`config.mk`:
```
export PLATFORM = sky130hd
export DESIGN_NAME = bats_pitch_encoder
export DESIGN_NICKNAME = d
export VERILOG_FILES = /design/src/rtl/bats_pitch_pkg.sv /design/src/rtl/bats_pitch_byte_mux.sv /design/src/rtl/bats_pitch_encoder.sv
export SDC_FILE = /design/constraint.sdc
export NUM_CORES = 1
export LEC_CHECK = 0
export ABC_CLOCK_PERIOD_IN_PS = 6200
export CAP_MARGIN = 20
export CORE_ASPECT_RATIO = 0.7
export CORE_MARGIN = 2
export CORE_UTILIZATION = 53
export DETAILED_ROUTE_END_ITERATION = 12
export HOLD_SLACK_MARGIN = 0.1
export PLACE_DENSITY = 0.81
export SETUP_SLACK_MARGIN = 0.1
export SYNTH_ARGS = -nofsm -noshare
export SYNTH_HDL_FRONTEND = slang
export SYNTH_HIERARCHICAL = 1
export SYNTH_SLANG_ARGS = --single-unit
```
`constraint.sdc`:
```
create_clock -name Clk40Derived2x1I0MHz -period 6.2 [get_ports Clk40Derived2x1I0MHz]
set_clock_uncertainty 0.05 [all_clocks]
set_input_delay 1.55 -clock Clk40Derived2x1I0MHz [delete_from_list [all_inputs] [get_ports Clk40Derived2x1I0MHz]]
set_output_delay 1.55 -clock Clk40Derived2x1I0MHz [all_outputs]
set_load 0.05 [all_outputs]
```
`src/rtl/bats_pitch_pkg.sv`:
```
// Shared constants, enums and byte-extraction helpers for the BATS PITCH encoder.
package bats_pitch_pkg;

  localparam logic [15:0] CmdAdd     = 16'd1;
  localparam logic [15:0] CmdExecute = 16'd2;
  localparam logic [15:0] CmdReduce  = 16'd3;
  localparam logic [15:0] CmdDelete  = 16'd4;

  localparam logic [7:0] TypeAdd     = 8'h21;
  localparam logic [7:0] TypeExecute = 8'h23;
  localparam logic [7:0] TypeReduce  = 8'h25;
  localparam logic [7:0] TypeDelete  = 8'h29;

  localparam logic [5:0] HdrLen     = 6'd8;
  localparam logic [5:0] LenAdd     = 6'd34;
  localparam logic [5:0] LenExecute = 6'd26;
  localparam logic [5:0] LenReduce  = 6'd18;
  localparam logic [5:0] LenDelete  = 6'd14;

  typedef enum logic [1:0] {MsgAdd, MsgExecute, MsgReduce, MsgDelete} msg_kind_e;
  typedef enum logic [1:0] {StIdle, StHdr, StBody} state_e;

  function automatic logic cmd_is_legal(logic [15:0] cmd);
    return (cmd == CmdAdd) || (cmd == CmdExecute) || (cmd == CmdReduce) || (cmd == CmdDelete);
  endfunction

  function automatic msg_kind_e cmd_to_kind(logic [15:0] cmd);
    msg_kind_e k;
    case (cmd)
      CmdAdd:     k = MsgAdd;
      CmdExecute: k = MsgExecute;
      CmdReduce:  k = MsgReduce;
      default:    k = MsgDelete;
    endcase
    return k;
  endfunction

  function automatic logic [5:0] msg_len(msg_kind_e kind);
    logic [5:0] l;
    case (kind)
      MsgAdd:     l = LenAdd;
      MsgExecute: l = LenExecute;
      MsgReduce:  l = LenReduce;
      default:    l = LenDelete;
    endcase
    return l;
  endfunction

  function automatic logic [7:0] msg_type(msg_kind_e kind);
    logic [7:0] t;
    case (kind)
      MsgAdd:     t = TypeAdd;
      MsgExecute: t = TypeExecute;
      MsgReduce:  t = TypeReduce;
      default:    t = TypeDelete;
    endcase
    return t;
  endfunction

  // Byte k of a little-endian field, k = 0 is the least significant byte.
  function automatic logic [7:0] le_byte64(logic [63:0] v, logic [2:0] k);
    return v[{k, 3'b000} +: 8];
  endfunction

  function automatic logic [7:0] le_byte32(logic [31:0] v, logic [1:0] k);
    return v[{k, 3'b000} +: 8];
  endfunction

endpackage

```
`src/rtl/bats_pitch_byte_mux.sv`:
```
// Combinational byte selector: maps a unit byte index (header + message) to its value
// given the latched command fields and the current sequence / execution ids.
module bats_pitch_byte_mux
  import bats_pitch_pkg::*;
#(
  parameter logic [7:0] UNIT      = 8'd1,
  parameter logic [7:0] ADD_FLAGS = 8'h00
) (
  input  msg_kind_e   kind_i,
  input  logic [5:0]  idx_i,
  input  logic [31:0] seq_i,
  input  logic [63:0] exec_id_i,
  input  logic [31:0] time_i,
  input  logic [63:0] order_id_i,
  input  logic [7:0]  side_i,
  input  logic [31:0] qty_i,
  input  logic [63:0] symbol_i,
  input  logic [63:0] price_i,
  output logic [7:0]  byte_o
);

  logic [5:0] len;
  logic [5:0] b;
  logic [2:0] off;

  always_comb begin
    len    = msg_len(kind_i);
    b      = idx_i - HdrLen;
    off    = '0;
    byte_o = '0;
    if (idx_i < HdrLen) begin
      case (idx_i[2:0])
        3'd0:    byte_o = {2'b00, HdrLen + len};
        3'd1:    byte_o = 8'h00;
        3'd2:    byte_o = 8'd1;
        3'd3:    byte_o = UNIT;
        default: byte_o = le_byte32(seq_i, idx_i[1:0]);
      endcase
    end else if (b == 6'd0) begin
      byte_o = {2'b00, len};
    end else if (b == 6'd1) begin
      byte_o = msg_type(kind_i);
    end else if (b < 6'd6) begin
      byte_o = le_byte32(time_i, b[1:0] - 2'd2);
    end else if (b < 6'd14) begin
      off    = 3'(b - 6'd6);
      byte_o = le_byte64(order_id_i, off);
    end else begin
      case (kind_i)
        MsgAdd: begin
          if (b == 6'd14) begin
            byte_o = side_i;
          end else if (b < 6'd19) begin
            off    = 3'(b - 6'd15);
            byte_o = le_byte32(qty_i, off[1:0]);
          end else if (b < 6'd25) begin
            // Symbol is ASCII in wire order: first character lives in the top byte.
            off    = 3'(b - 6'd19);
            byte_o = le_byte64(symbol_i, 3'd7 - off);
          end else if (b < 6'd33) begin
            off    = 3'(b - 6'd25);
            byte_o = le_byte64(price_i, off);
          end else if (b == 6'd33) begin
            byte_o = ADD_FLAGS;
          end
        end
        MsgExecute: begin
          if (b < 6'd18) begin
            off    = 3'(b - 6'd14);
            byte_o = le_byte32(qty_i, off[1:0]);
          end else if (b < 6'd26) begin
            off    = 3'(b - 6'd18);
            byte_o = le_byte64(exec_id_i, off);
          end
        end
        MsgReduce: begin
          if (b < 6'd18) begin
            off    = 3'(b - 6'd14);
            byte_o = le_byte32(qty_i, off[1:0]);
          end
        end
        default: byte_o = '0;
      endcase
    end
  end

endmodule

```
`src/rtl/bats_pitch_encoder.sv`:
```
// Serializes one order-book command per handshake into a BATS sequenced unit
// (8-byte header + one PITCH message), one byte per accepted clock.
module bats_pitch_encoder
  import bats_pitch_pkg::*;
#(
  parameter logic [7:0]  UNIT      = 8'd1,
  parameter logic [31:0] SEQ_INIT  = 32'd1,
  parameter logic [7:0]  ADD_FLAGS = 8'h00
) (
  input  logic        Clk40Derived2x1I0MHz,
  input  logic        reset_n,
  input  logic        cmd_valid,
  output logic        cmd_ready,
  input  logic [15:0] cmd,
  input  logic [31:0] time_offset,
  input  logic [63:0] order_id,
  input  logic [7:0]  side,
  input  logic [31:0] quantity,
  input  logic [63:0] symbol,
  input  logic [63:0] price,
  input  logic [31:0] executed_quantity,
  input  logic [31:0] cancelled_quantity,
  output logic        data_valid,
  output logic [7:0]  data,
  output logic        data_sop,
  output logic        data_eop,
  input  logic        data_ready,
  output logic        cmd_error
);

  state_e      state_q, state_d;
  msg_kind_e   kind_q, kind_d;
  logic [5:0]  idx_q, idx_d;
  logic [31:0] seq_q, seq_d;
  logic [63:0] exec_id_q, exec_id_d;
  logic [31:0] time_q, time_d;
  logic [63:0] order_id_q, order_id_d;
  logic [7:0]  side_q, side_d;
  logic [31:0] qty_q, qty_d;
  logic [63:0] symbol_q, symbol_d;
  logic [63:0] price_q, price_d;
  logic        cmd_error_q, cmd_error_d;

  logic [7:0]  mux_byte;
  logic [5:0]  last_idx;
  logic        byte_fire;

  assign last_idx  = HdrLen + msg_len(kind_q) - 6'd1;
  assign byte_fire = data_valid & data_ready;

  always_comb begin
    state_d     = state_q;
    kind_d      = kind_q;
    idx_d       = idx_q;
    seq_d       = seq_q;
    exec_id_d   = exec_id_q;
    time_d      = time_q;
    order_id_d  = order_id_q;
    side_d      = side_q;
    qty_d       = qty_q;
    symbol_d    = symbol_q;
    price_d     = price_q;
    cmd_error_d = 1'b0;
    case (state_q)
      StIdle: begin
        if (cmd_valid) begin
          if (cmd_is_legal(cmd)) begin
            state_d    = StHdr;
            kind_d     = cmd_to_kind(cmd);
            idx_d      = '0;
            time_d     = time_offset;
            order_id_d = order_id;
            side_d     = side;
            symbol_d   = symbol;
            price_d    = price;
            // Only one quantity field is ever on the wire, so share one register.
            case (cmd)
              CmdExecute: qty_d = executed_quantity;
              CmdReduce:  qty_d = cancelled_quantity;
              default:    qty_d = quantity;
            endcase
          end else begin
            cmd_error_d = 1'b1;
          end
        end
      end
      StHdr: begin
        if (byte_fire) begin
          idx_d = idx_q + 6'd1;
          if (idx_q == HdrLen - 6'd1) state_d = StBody;
        end
      end
      StBody: begin
        if (byte_fire) begin
          if (idx_q == last_idx) begin
            state_d = StIdle;
            idx_d   = '0;
            seq_d   = seq_q + 32'd1;
            if (kind_q == MsgExecute) exec_id_d = exec_id_q + 64'd1;
          end else begin
            idx_d = idx_q + 6'd1;
          end
        end
      end
      default: state_d = StIdle;
    endcase
  end

  always_ff @(posedge Clk40Derived2x1I0MHz or negedge reset_n) begin
    if (!reset_n) begin
      state_q     <= StIdle;
      kind_q      <= MsgDelete;
      idx_q       <= '0;
      seq_q       <= SEQ_INIT;
      exec_id_q   <= 64'd1;
      time_q      <= '0;
      order_id_q  <= '0;
      side_q      <= '0;
      qty_q       <= '0;
      symbol_q    <= '0;
      price_q     <= '0;
      cmd_error_q <= 1'b0;
    end else begin
      state_q     <= state_d;
      kind_q      <= kind_d;
      idx_q       <= idx_d;
      seq_q       <= seq_d;
      exec_id_q   <= exec_id_d;
      time_q      <= time_d;
      order_id_q  <= order_id_d;
      side_q      <= side_d;
      qty_q       <= qty_d;
      symbol_q    <= symbol_d;
      price_q     <= price_d;
      cmd_error_q <= cmd_error_d;
    end
  end

  bats_pitch_byte_mux #(
    .UNIT      (UNIT),
    .ADD_FLAGS (ADD_FLAGS)
  ) u_byte_mux (
    .kind_i     (kind_q),
    .idx_i      (idx_q),
    .seq_i      (seq_q),
    .exec_id_i  (exec_id_q),
    .time_i     (time_q),
    .order_id_i (order_id_q),
    .side_i     (side_q),
    .qty_i      (qty_q),
    .symbol_i   (symbol_q),
    .price_i    (price_q),
    .byte_o     (mux_byte)
  );

  always_comb begin
    cmd_ready  = (state_q == StIdle);
    data_valid = (state_q != StIdle);
    data       = data_valid ? mux_byte : 8'h00;
    data_sop   = data_valid && (idx_q == 6'd0);
    data_eop   = (state_q == StBody) && (idx_q == last_idx);
    cmd_error  = cmd_error_q;
  end

endmodule

```
==> results_dict.tcl <==
set metrics [dict create \
    worstReg2RegStart "idx_q[0]" \
    rsz0062_at_grt "false" \
    nets 2226 \
    final_area_um2 25200 \
    avgSynthCellArea_um2 13.1 \
    crit_path_start "idx_q[3]" \
    swShare_pct 22.5 \
    cts_sinks 371 \
    dp_slack_ps 836 \
    hp-start "seq_q[31]" \
    synth_top_flop_cell "dfrtp_1" \
    synth_seq_cells 371 \
    ir_drop_v 0.000237 \
    cts-root-buf "clkbuf_16" \
    powerDensity_nw_per_um2 213 \
    grt_overflow 0 \
    p_int_mw 4.17 \
    grt.total_usage_pct 28.2 \
    arrival_ps 4320 \
    viasPerCell 6.06 \
    p_leak_nw 11.4 \
    final-max-slew-violation-count 0 \
    cts_buffers 38 \
    h-tree-depth 2 \
    grt_pass1_wl_um 85600 \
    power_frac_comb_pct 9.2 \
    multiInputGateArea_um2 10000 \
    ys_types 87 \
    fmax_mhz 169 \
    die_h_um 166 \
    ioPinCount 361 \
    die_area_um2 39000 \
    finalSetupViolCount 0 \
    hpwlAfterDp_um 41200 \
    status "finished clean" \
    seq_power_share_pct 45.3 \
    drive_above_1_share_pct 29.4 \
    yosysMostFrequentCell "dfrtp_1" \
    detail-route-antenna-nets 0 \
    core_region_area_um2 37000 \
    drt-total-wl_um 55200 \
    syn_inst 1509 \
    final.period_utilization_pct 95.4 \
    crit_path_end_kind "output port" \
    hold_slack_ps 430 \
    rows 59 \
    async_flop_share_pct 100 \
    fin_setup_tns_ps 0 \
    drc_errors 0 \
    synth_common_cells "367 x dfrtp_1, 329 x mux2_2, 95 x mux4_2" \
    postCtsSetupBuffers 0 \
    path_max_fanout 22 \
    synth_top_area_cell "dfrtp_1" \
    io_buffers 360 \
    yosys-top-cells-area "dfrtp_1 46%, mux2_2 19%, mux4_2 11%, xor2_1 2.7%, xnor2_1 1.7%" \
    initial_utilization_pct 53.6 \
    path_class "reg -> out" \
    regArea_um2 9290 \
    switchingPower_mw 1.21 \
    fin_crit_ps 5920 \
    required_ps 4600 \
    grt_start_max_net_pins 139 \
    first_global_vias 14500 \
    drtIter0Drc 1525 \
    clk_pin_slew_worst_paths_ps 60 \
    clkPwrFrac_pct 45.5 \
    max-clock-path-buffers 3 \
    cts_tree "built" \
    gp_congestion 0.933 \
    cp-start-kind "flip-flop" \
    synth_nets 1881 \
    dpl-instance-area_um2 23900 \
    max_slew.worst_pin.slew_ps 924 \
    die_x_um 235 \
    layout-area-overhead-vs-synth_pct 27.4 \
    dr.pass1.iters 6 \
    worst_skew_pair.late_latency_ps 550 \
    ys_seq_area_share_pct 46.9 \
    synth.cell_area_um2 19800 \
    synth_warnings 6 \
    max-cap-violations 0 \
    p_total_mw 5.37 \
    hold_viol_final 0 \
    hold_class "reg -> reg" \
    post_drt_wl_per_cell_um 23.3 \
    nFillCells 2629 \
    fin_ws_ps 283 \
    routed-via-count 14400 \
    cts_hold_buf 0 \
    slew_headroom_pct 38.3 \
    synth_top_area_share_pct 46.3 \
    synth-edff-count 0 \
    antenna_found_initial 5 \
]
routing by layer:
layer | vias to the layer above | part of all wire [%] | global-route usage (%)
met5 | - | 0.087 | 0
met4 | 8 | 1.7 | 5.48
met3 | 79 | 9.6 | 7.70
met2 | 605 | 44 | 41.5
met1 | 7352 | 45 | 42.4
li1 | 6334 | - | -
path summary, 6_finish.rpt:
| check | slack [ps] | depth (start not counted) | end |
|---|---|---|---|
| hold / removal | 430 | 1 | seq_q[31] |
| setup reg to reg | 2750 | 8 | exec_id_q[32] |
| hold reg to reg | 430 | 1 | seq_q[31] |
| max in group asynchronous | 3820 | 2 | price_q[11] |
| min in group asynchronous | 1010 | 1 | idx_q[5] |
| setup / recovery | 280 | 10 | data[3] |
stage by stage:
stage | std cells | utilization (%)
3_3_place_gp | 2301 | 64.6
6_report | 2372 | 68.3
4_1_cts | 2369 | 68.2
2_1_floorplan | 1509 | -
5_1_grt | 2371 | 68.3
3_5_place_dp | 2301 | 64.6
layout by cell type (no fill, tap or decap), drive strengths merged, types with 8 or more instances in the layout:
cell type	synthesis	layout
clkdlybuf4s50	0	356
nand4	33	33
nand3	48	48
o31ai	8	8
and4	9	9
nor2b	18	18
and2	8	8
mux4	95	95
mux2i	29	29
xor2	61	61
mux2	330	330
and3	12	12
nor3	47	47
o211ai	9	9
or3	9	9
inv	36	37
ha	24	24
clkbuf	31	50
a21oi	17	17
nand2	53	53
nor4	21	21
clkinv	0	9
xnor2	39	39
dfrtp	367	367
nor2	52	52
buf	53	33
o21ai	15	15
state kept, by name (all words and copies together) (netlist names):
signal	flops
price_q	64
order_id_q	64
seq_q	32
idx_q	6
qty_q	32
time_q	32
exec_id_q	64
symbol_q	64
state_q	2
side_q	8
kind_q	2
cmd_error	1
kinds of logic after synthesis:
family | count (synthesis) | synth area share (%)
muxes | 454 | 31.0
DFF | 371 | 46.9
and+or+nand+nor | 337 | 9.51
buffers and inverters | 120 | 2.80
AOI/OAI and AO/OA | 103 | 3.84
xor gates and xnor gates | 100 | 4.46
adders and majority gates | 24 | 1.52
power groups by stage:
| stage | registers, mW | logic, mW | clock network (mW) |
|---|---|---|---|
| 2_1_floorplan | 2.48 | 0.166 | 0 |
| 3_3_place_gp | 2.48 | 0.492 | 0 |
| 3_5_place_dp | 2.48 | 0.496 | 0 |
| 4_1_cts | 2.43 | 0.498 | 2.48 |
| 5_1_grt | 2.43 | 0.531 | 2.59 |
| 6_report | 2.43 | 0.494 | 2.45 |
repair_timing:
| item | in CTS | in global routing |
|---|---|---|
| gates resized for setup | 0 | 1 |
| endpoints found under the setup margin | 0 | 1 |
| endpoints found under the hold margin | 0 | 0 |
cell type report:
cell class | count | share of cell area [%]
multi-input combinational | 1018 | 39.6
sequential | 371 | 36.8
timing repair buffer | 389 | 15.4
clock inverter | 18 | 1.08
inverter | 36 | 0.535
antenna | 2 | 0.0198
clock buffer | 50 | 4.14
tap | 488 | 2.42
worst max-delay path: stages (launching register included):
cell             delay [ps]
dfrtp_1                 320
buf_4                   220
inv_1                    90
ha_1                    400
or4b_1                  540
a2111o_1                550
and2b_2                 270
nor3_1                   50
o221ai_1                190
nor2b_1                 280
clkdlybuf4s50_1         850
Note: power is estimated with default switching activity, not from simulation.
